### config.mk
export PLATFORM = sky130hd
export DESIGN_NAME = uart_rx_oversampled
export DESIGN_NICKNAME = d
export VERILOG_FILES = /design/src/rtl/uart_rx_oversampled.sv
export SDC_FILE = /design/constraint.sdc
export NUM_CORES = 1
export LEC_CHECK = 0
export ABC_AREA = 1
export CORE_MARGIN = 8
export CORE_UTILIZATION = 25
export CTS_CLUSTER_SIZE = 28
export DETAILED_ROUTE_END_ITERATION = 10
export PLACE_DENSITY = 0.43
export SLEW_MARGIN = 20
export SYNTH_ARGS = -nofsm -noshare
export SYNTH_HDL_FRONTEND = slang
export SYNTH_SLANG_ARGS = --single-unit
### constraint.sdc
create_clock -name clk -period 3.4 [get_ports clk]
set_input_delay 0.34 -clock clk [delete_from_list [all_inputs] [get_ports clk]]
set_output_delay 0.34 -clock clk [all_outputs]
set_load 0.02 [all_outputs]
### src/rtl/uart_rx_oversampled.sv
// UART 8N1 receiver with 16x oversampling, mid-bit sampling, one-deep output register and framing/overrun flags.
// Optional even-parity checking is enabled by defining UART_RX_PARITY_EN.
module uart_rx_oversampled #(
  parameter int DBIT    = 8,
  parameter int OVS     = 16,
  parameter int SB_TICK = 16
) (
  input  logic            clk,
  input  logic            reset,
  input  logic            rx,
  input  logic            s_clk,
  input  logic            rd,
  output logic [DBIT-1:0] dout,
  output logic            rx_valid,
  output logic            rx_done_tick,
  output logic            frame_err,
  output logic            overrun,
  output logic            parity_err
);

  localparam int SW = $clog2((OVS > SB_TICK) ? OVS : SB_TICK);
  localparam int NW = (DBIT > 1) ? $clog2(DBIT) : 1;

`ifdef UART_RX_PARITY_EN
  typedef enum logic [2:0] {IDLE, START, DATA, PARITY, STOP} state_t;
`else
  typedef enum logic [2:0] {IDLE, START, DATA, STOP} state_t;
`endif

  state_t          state, state_nx;
  logic [SW-1:0]   s, s_nx;
  logic [NW-1:0]   n, n_nx;
  logic [DBIT-1:0] b, b_nx;
  logic            rx_sync1, rx_s;
  logic            s_clk_d;
  logic            tick;
  logic            armed, armed_nx;
  logic            done;
`ifdef UART_RX_PARITY_EN
  logic            p, p_nx;
`endif

  assign tick = s_clk & ~s_clk_d;

  always_ff @(posedge clk or negedge reset) begin
    if (!reset) begin
      rx_sync1 <= 1'b1;
      rx_s     <= 1'b1;
      s_clk_d  <= 1'b1;
      state    <= IDLE;
      s        <= '0;
      n        <= '0;
      b        <= '0;
      armed    <= 1'b1;
    end else begin
      rx_sync1 <= rx;
      rx_s     <= rx_sync1;
      s_clk_d  <= s_clk;
      state    <= state_nx;
      s        <= s_nx;
      n        <= n_nx;
      b        <= b_nx;
      armed    <= armed_nx;
    end
  end

  // armed drops at frame completion so a held-low line (break) cannot retrigger until rx_s has been seen high.
  always_comb begin
    state_nx = state;
    s_nx     = s;
    n_nx     = n;
    b_nx     = b;
    armed_nx = armed;
    done     = 1'b0;
`ifdef UART_RX_PARITY_EN
    p_nx     = p;
`endif
    case (state)
      IDLE: begin
        if (rx_s) begin
          armed_nx = 1'b1;
        end else if (armed) begin
          state_nx = START;
          s_nx     = '0;
        end
      end
      START: begin
        if (tick) begin
          if (s == SW'(OVS/2 - 1)) begin
            s_nx = '0;
            if (!rx_s) begin
              state_nx = DATA;
              n_nx     = '0;
            end else begin
              state_nx = IDLE;
            end
          end else begin
            s_nx = s + 1'b1;
          end
        end
      end
      DATA: begin
        if (tick) begin
          if (s == SW'(OVS - 1)) begin
            b_nx = {rx_s, b[DBIT-1:1]};
            s_nx = '0;
            if (n == NW'(DBIT - 1)) begin
`ifdef UART_RX_PARITY_EN
              state_nx = PARITY;
`else
              state_nx = STOP;
`endif
            end else begin
              n_nx = n + 1'b1;
            end
          end else begin
            s_nx = s + 1'b1;
          end
        end
      end
`ifdef UART_RX_PARITY_EN
      PARITY: begin
        if (tick) begin
          if (s == SW'(OVS - 1)) begin
            p_nx     = rx_s;
            s_nx     = '0;
            state_nx = STOP;
          end else begin
            s_nx = s + 1'b1;
          end
        end
      end
`endif
      STOP: begin
        if (tick) begin
          if (s == SW'(SB_TICK - 1)) begin
            done     = 1'b1;
            armed_nx = 1'b0;
            s_nx     = '0;
            state_nx = IDLE;
          end else begin
            s_nx = s + 1'b1;
          end
        end
      end
      default: state_nx = IDLE;
    endcase
  end

  // A load coinciding with rd wins: the new byte stays valid and overrun is cleared.
  always_ff @(posedge clk or negedge reset) begin
    if (!reset) begin
      dout         <= '0;
      rx_valid     <= 1'b0;
      rx_done_tick <= 1'b0;
      frame_err    <= 1'b0;
      overrun      <= 1'b0;
    end else begin
      rx_done_tick <= done;
      if (done) begin
        dout      <= b;
        rx_valid  <= 1'b1;
        frame_err <= ~rx_s;
        overrun   <= rx_valid & ~rd;
      end else if (rd && rx_valid) begin
        rx_valid <= 1'b0;
        overrun  <= 1'b0;
      end
    end
  end

`ifdef UART_RX_PARITY_EN
  always_ff @(posedge clk or negedge reset) begin
    if (!reset) begin
      p          <= 1'b0;
      parity_err <= 1'b0;
    end else begin
      p <= p_nx;
      if (done) parity_err <= (^b) ^ p;
    end
  end
`else
  assign parity_err = 1'b0;
`endif

endmodule

Word level (Yosys, flattened, before mapping)
Index checks and enable logic that the tools add are counted.
Word-level totals
  flip-flop bits (word level): 34
  input port bits: 5
  output and inout bits: 13
  word-level logic and storage cells: 86
Cells by class
  add/sub/neg operators: 2
  eq/ne operators: 19
  muxes and demuxes: 35
  bitwise gates (word level): 5
  reductions and logical operators: 12
Operator list (count)
  3-bit 2-to-1 mux: 15
  4-bit 2-to-1 mux: 6
  2-bit != test, second input constant: 12
  3-bit case mux with 4 select lines: 1
  4-bit case mux with 3 select lines: 1
  1-bit 2-to-1 mux: 9
  9-bit AND reduction: 1
  7-bit AND reduction: 1
  3-bit by 2-bit equality test with 1-bit output, second input constant: 2
  3-bit case mux with 2 select lines: 1
  2-bit nonzero test: 3
  5-bit AND reduction: 1
  4-bit by 1-bit adder with 4-bit output, second input constant: 1
  4-bit by 3-bit equality test with 1-bit output, second input constant: 1
  4-bit equality test, second input constant: 1
  4-bit AND reduction: 1
  3-bit by 1-bit adder with 3-bit output, second input constant: 1
  3-bit by 1-bit equality test with 1-bit output, second input constant: 1
  3-bit equality test, second input constant: 1
  3-bit zero test: 1
  1-bit NOT: 3
  3-bit AND reduction: 1
  3-bit nonzero test: 1
  1-bit AND: 2
  other kinds (5): 5

Depth between registers and ports, before layout
Gate-level depths: netlist (run 1).
  depth in word-level cells: 5
  gate-level depth with buffers: 9
  depth with buffers taken out: 9

Worst setup path after synthesis (run 1)
OpenSTA, ideal clock, no wires.
  kind: flip-flop to flip-flop
  from: register s[0]
  to: register overrun
  setup time: 0.119 ns
  arrival: 1.185 ns
  data required time: 3.281 ns
  slack: 2.096 ns
  stages on the path, launching flop included: 8
  path buffers: 1
  clock period less this slack: 1.304 ns
  cell sequence: dfrtp_1 > ha_1 > nand3_2 > nor2_2 > nand3_1 > buf_2 > nand3_1 > o21ai_2
Between the ends
  word-level cells in the longest chain between the ends: 5
  elaborated cells on any way between the ends: 6
  those cells by class: eq/ne: 1; mux: 4; reduce/logical: 1
Ends and longest elaborated chain
  start: declaration: line 31  | logic [SW-1:0] s, s_nx;
  start signal: assignment: line 60  | s <= s_nx;
  4-bit equality test (*): line 136  | if (s == SW'(SB_TICK - 1)) begin
  1-bit 2-to-1 mux (*): line 136
  1-bit 2-to-1 mux (*): line 135  | if (tick) begin
  1-bit 2-to-1 mux (*): line 78  | case (state)
  1-bit 2-to-1 mux / 2-bit nonzero test (equally long branches)
  end signal: assignment: line 164  | overrun <= rx_valid & ~rd;
  end: declaration: line 17  | output logic overrun,
Every way passes the cells marked *; elsewhere a longest branch is shown, timed or not.
A chain may end at the register's enable or synchronous reset.

Final worst setup path (run 1)
Same ends and word-level chain as after synthesis.

==> impl_metrics.csv, run 1 <==
group,metric,value,unit
outcome,status,"completed",
timing,setup_slack,1.36,ns
drt,wl_per_cell,11.9,um
clock_tree,clock_path_buffers,2,
floorplan,core.rowCount,28,
final_layout,diodes,0,
global_route,grt_usage,7.55,%
logic_synthesis,syn_avg_cell_area,9.05,um^2
logic_synthesis,synth_simple_gate_area_share,22.1,%
place,dp_hpwl,2.20,mm
drt,detail-route-antenna-nets,0,
clock_tree,cts_hold_buf,0,
worst_setup_path,crit_path_start_kind,"register",
timing,hold_viol_final,0,
floorplan,fp.dieW,93.5,um
clock_tree,cts_root_buf,"clkbuf_8",
logic_synthesis,ys.warnings.count,0,
global_route,grt_pass1_wl,5.15,mm
logic_synthesis,netlist_area,1500,um^2
logic_synthesis,ys_seq_area_share,55.3,%
timing,min_period,2.04,ns
drt,num_vias,1132,
final_layout,register_area,831,um^2
timing,relSlewSlack,38.8,%
logic_synthesis,synth_top_family_by_area,"simple AND/OR/NAND/NOR gates",
place,place_ws,1.11,ns
drt,firstDrtPassIters,4,
place,dpl.cell_count,254,
drt,drc,0,
timing,drv_slew,0,
global_route,grt_max_degree,34,
timing,fin_crit_sh,60.1,%
logic_synthesis,synth-compound-area-share,12.3,%
floorplan,io_pins,18,
timing,max_freq,0.490,GHz
worst_setup_path,crit_type,"reg -> reg",
timing,fin_skew,0.00522,ns
logic_synthesis,syn_inst,166,
worst_setup_path,timing.rr.end,"overrun",
floorplan,dieHeight,93.5,um
logic_synthesis,synth.distinct_cells,24,
place,place_congestion,0.813,
power,irDropWorstVdd,0.000185,V
power,p_leak,0.845,nW
timing,rsz0062_at_grt,"no",
power,cellPowerDensity,587,nW/um^2
logic_synthesis,synth_xor_area_share,0.583,%
final_layout,final_nets,194,
final_layout,drive_gt1_share,17.1,%
final_layout,fin_cells,262,
drt,drt_iter0_drc,38,
logic_synthesis,synthMuxAreaShare,0,%
final_layout,final_core_utilization,31.3,%
timing,fin_setup_tns,0,ns
clock_tree,ctsResizeCount,0,
floorplan,core,5850,um^2
worst_setup_path,r2r_cells,6,
min_path,hold_class,"reg -> reg",
logic_synthesis,synth-adder-area-share,2.50,%
timing,final-setup-viol-count,0,
logic_synthesis,synth_seq_cells,33,
clock_tree,path_clk_slew,0.07,ns
final_layout,nFillCells,612,
worst_setup_path,path_max_fanout,20,
worst_setup_path,r2r_start,"s[0]",
clock_tree,cts_tree,"done",
floorplan,dieArea,8750,um^2
worst_setup_path,setup.worst_path.end_class,"register",
final_layout,multiInputGateArea,568,um^2
min_path,hold_start,"rx_sync1",
final_layout,syn_to_final_growth,21.7,%
drt,drt-total-wl,3.12,mm
place,io_buffers,16,
worst_setup_path,crit_end,"overrun",
clock_tree,post_cts_buffers,0,
worst_setup_path,r2r_slack,1.36,ns
run,drv_cap,0,
worst_setup_path,cp.required,3.54,ns
logic_synthesis,syn_nets,174,
clock_tree,cts.sink_count,33,
timing,tightest_slew,0.916,ns
global_route,first_global_vias,1127,
clock_tree,h-tree-depth,2,
global_route,grt_antenna_before_repair,0,
floorplan,initial_core_util,25.7,%
clock_tree,clk_latency,0.28,ns
global_route,overflow,0,
clock_tree,numCtsBuffers,5,
drt,drt-vias-per-instance,4.32,
worst_setup_path,arrival,2.18,ns
worst_setup_path,cp-startpoint,"s[0]",
timing,fin_hold_ws,0.363,ns
[cell usage in the layout (no fill, tap or decap), types with 3 or more instances in the layout]
cell | netlist | final
inv_1 | 19 | 19
clkbuf_8 | 0 | 6
dfstp_2 | 4 | 4
o21ai_1 | 15 | 15
nand2_1 | 47 | 47
nand2_2 | 5 | 5
ha_1 | 3 | 3
clkdlybuf4s50_1 | 0 | 16
nand3_1 | 10 | 10
o21ai_2 | 8 | 8
nor2_1 | 7 | 7
dfrtp_1 | 29 | 29
[power breakdown]
| group | switching [mW] | total, mW | internal (mW) |
|---|---|---|---|
| clock network | 0.138 | 0.303 | 0.165 |
| logic | 0.190 | 0.281 | 0.0914 |
| registers | 0.0525 | 0.489 | 0.437 |
| total | 0.381 | 1.07 | 0.693 |
[metal layers]
layer	GRT usage [%]	vias up	part of all wire, %
met5	0	-	0
met4	3.83	0	2.1
met3	3.29	7	7.8
met2	12.5	28	47
met1	8.00	538	43
li1	-	559	-
[metrics by stage]
| step | total power, mW | cell area, um^2 |
|---|---|---|
| floorplan | 0.699 | 1500 |
| global placement | 0.765 | 1740 |
| detailed placement | 0.777 | 1740 |
| CTS | 1.09 | 1830 |
| global route | 1.15 | 1830 |
| finish | 1.07 | 1830 |
[cell families after synthesis]
logic type / Yosys count
compound gates: 29
xor+xnor: 1
fa+ha+maj: 3
buf+inv: 25
flops: 33
other cells: 1
simple gates: 74
[synth_stat cells, drive strengths merged]
cell type,count,area [um^2]
nand2,52,208
dfrtp,29,726
o21ai,24,150
inv,21,78.8
nand3,11,60.1
nor2,10,55.1
buf,4,25.0
dfstp,4,105
ha,3,37.5
a21oi,2,13.8
o21bai,2,15.0
conb,1,3.75
nor3,1,10.0
o22ai,1,6.26
xor2,1,8.76
[flip-flops by register name (all words and copies together), names as in the netlist]
register and cells:
armed 1, b 8, dout 8, frame_err 1, n 3, overrun 1
rx_done_tick 1, rx_s 1, rx_sync1 1, rx_valid 1, s 4, s_clk_d 1
state 2
[layout make-up]
| class | instances | area share (%) |
|---|---|---|
| Clock buffer | 8 | 4.92 |
| Multi-Input combinational cell | 108 | 31.1 |
| Timing Repair Buffer | 17 | 9.17 |
| Tap cell | 75 | 5.13 |
| Sequential cell | 33 | 45.4 |
| Inverter | 21 | 4.31 |
[worst max-delay path, cell delays in order (launching register included)]
cell and delay, ns:
dfrtp_1 0.39, ha_1 0.22, nand3_2 0.14, nor2_2 0.14
nand3_1 0.64, nand3_1 0.29, o21ai_2 0.08
[how the worst min path moves through the flow]
stage,to,slack (ns),cells past startpoint
floorplan,b[0],0.04,0
global placement,rx_s,0.35,0
detailed placement,rx_s,0.35,0
CTS,rx_s,0.36,0
global route,rx_s,0.37,0
finish,rx_s,0.36,0
Power figures use the tool's default switching activity.
==> inputs of run 2 (changes only) <==
Settings changed: PLACE_DENSITY 0.43 to 0.45.
Clock period 3.4 ns to 1.6 ns, I/O delays scaled along.
==> impl_metrics.csv, run 2 (synthesized netlist as in run 1, its figures left out) <==
group,metric,value,unit
final_layout,final_cell_area,1840,um^2
final_layout,nFillCells,623,
drt,drc,0,
timing,fin_hold_ws,0.284,ns
min_path,hold_start,"rx",
worst_setup_path,cp-startpoint,"s[0]",
final_layout,final_nets,195,
place,dpl.cell_count,255,
final_layout,top_regs,"b x8, dout x8, s x4",
drt,firstDrtPassIters,4,
global_route,grt_antenna_before_repair,0,
place,dp_hpwl,1.96,mm
clock_tree,clock_path_buffers,2,
clock_tree,cts_root_buf,"clkbuf_8",
final_layout,multiInputGateArea,568,um^2
final_layout,final_core_utilization,31.5,%
final_layout,mostFrequentLayoutCell,"nand2_1",
min_path,hold_class,"in -> reg",
floorplan,dieHeight,93.5,um
global_route,overflow,0,
floorplan,core,5850,um^2
power,switching_share,35.5,%
final_layout,drive_gt1_share,18.1,%
outcome,status,"completed",
timing,drv_slew,0,
drt,detail-route-antenna-nets,0,
timing,rsz0062_at_grt,"no",
timing,setup_slack,0.155,ns
drt,num_vias,1080,
power,power_frac_comb,26.3,%
timing,hold_viol_final,0,
drt,drt-total-wl,2.73,mm
power,p_leak,0.855,nW
timing,final-setup-viol-count,0,
place,io_buffers,16,
power,internal_power,1.42,mW
floorplan,io_pins,18,
global_route,grt_max_degree,34,
worst_setup_path,crit_type,"reg -> reg",
final_layout,fin_cells,263,
worst_setup_path,r2r_start,"s[0]",
power,power.switching,0.782,mW
clock_tree,cts.sink_count,33,
clock_tree,cts_tree,"done",
power,p_seq_share,47.1,%
power,p_total,2.20,mW
drt,drt-vias-per-instance,4.11,
final_layout,syn_to_final_growth,22.6,%
clock_tree,ctsResizeCount,0,
floorplan,core.rowCount,28,
worst_setup_path,arrival,1.62,ns
floorplan,initial_core_util,25.7,%
timing,min_period,1.44,ns
worst_setup_path,setup.worst_path.end_class,"register",
timing,fin_skew,0.00740,ns
worst_setup_path,cp.required,1.77,ns
place,place_congestion,0.731,
clock_tree,numCtsBuffers,5,
clock_tree,post_cts_buffers,0,
global_route,grt_usage,7.31,%
run,drv_cap,0,
final_layout,register_area,831,um^2
place,place_ws,0.0978,ns
clock_tree,h-tree-depth,2,
place,place_area,1760,um^2
worst_setup_path,r2r_slack,0.16,ns
global_route,grt_pass1_wl,5.08,mm
floorplan,dieArea,8750,um^2
power,cellPowerDensity,1200,nW/um^2
drt,wl_per_cell,10.4,um
worst_setup_path,crit_path_start_kind,"register",
worst_setup_path,path_max_fanout,20,
final_layout,diodes,0,
power,power.clock.fraction,26.6,%
drt,drt_iter0_drc,65,
timing,fin_crit_sh,90.3,%
timing,fin_setup_tns,0,ns
global_route,first_global_vias,1123,
clock_tree,path_clk_slew,0.07,ns
floorplan,fp.dieW,93.5,um
power,irDropWorstVdd,0.000353,V
clock_tree,clk_latency,0.28,ns
timing,max_freq,0.692,GHz
clock_tree,cts_hold_buf,0,
final_layout,final_cell_mix,"nand2_1 (47), dfrtp_1 (29), inv_1 (19), clkdlybuf4s50_1 (16), o21ai_1 (15)",
## run 2: worst max-delay path, stage by stage, from the launching register on
cell,delay [ns]
dfrtp_1,0.39
ha_1,0.22
nand3_2,0.14
nor2_2,0.14
nand3_1,0.13
buf_12,0.19
nand3_1,0.08
o21ai_2,0.05
## run 2: final timing paths
kind / end / cells past startpoint
worst max-delay path: overrun / 7
worst min-delay path: rx_sync1 / 1
worst max register to register: overrun / 7
worst min register to register: rx_s / 0
max in group asynchronous: rx_sync1 / 2
min in group asynchronous: rx_valid / 2
## run 2: layout make-up
class | count | area share (%)
Inverter | 21 | 4.28
Timing Repair Buffer | 18 | 10.2
Clock inverter | 2 | 0.543
Sequential cell | 33 | 45.1
Clock buffer | 6 | 3.94
Multi-Input combinational cell | 108 | 30.8
Tap cell | 75 | 5.10
## run 2: power groups by stage
stage	sequential [mW]	clock (mW)	combinational, mW
after floorplan	1.03	0	0.453
after global placement	1.05	0	0.595
after detailed placement	1.05	0	0.587
after CTS	1.04	0.629	0.591
after global routing	1.06	0.658	0.689
final	1.04	0.586	0.580
## run 2: layer usage
layer / track usage, % / up-vias / routed length (um)
met5: 0 / - / 0
met4: 3.83 / 0 / 40
met3: 3.21 / 4 / 203
met2: 11.2 / 16 / 1200
met1: 8.48 / 494 / 1280
li1: - / 566 / -
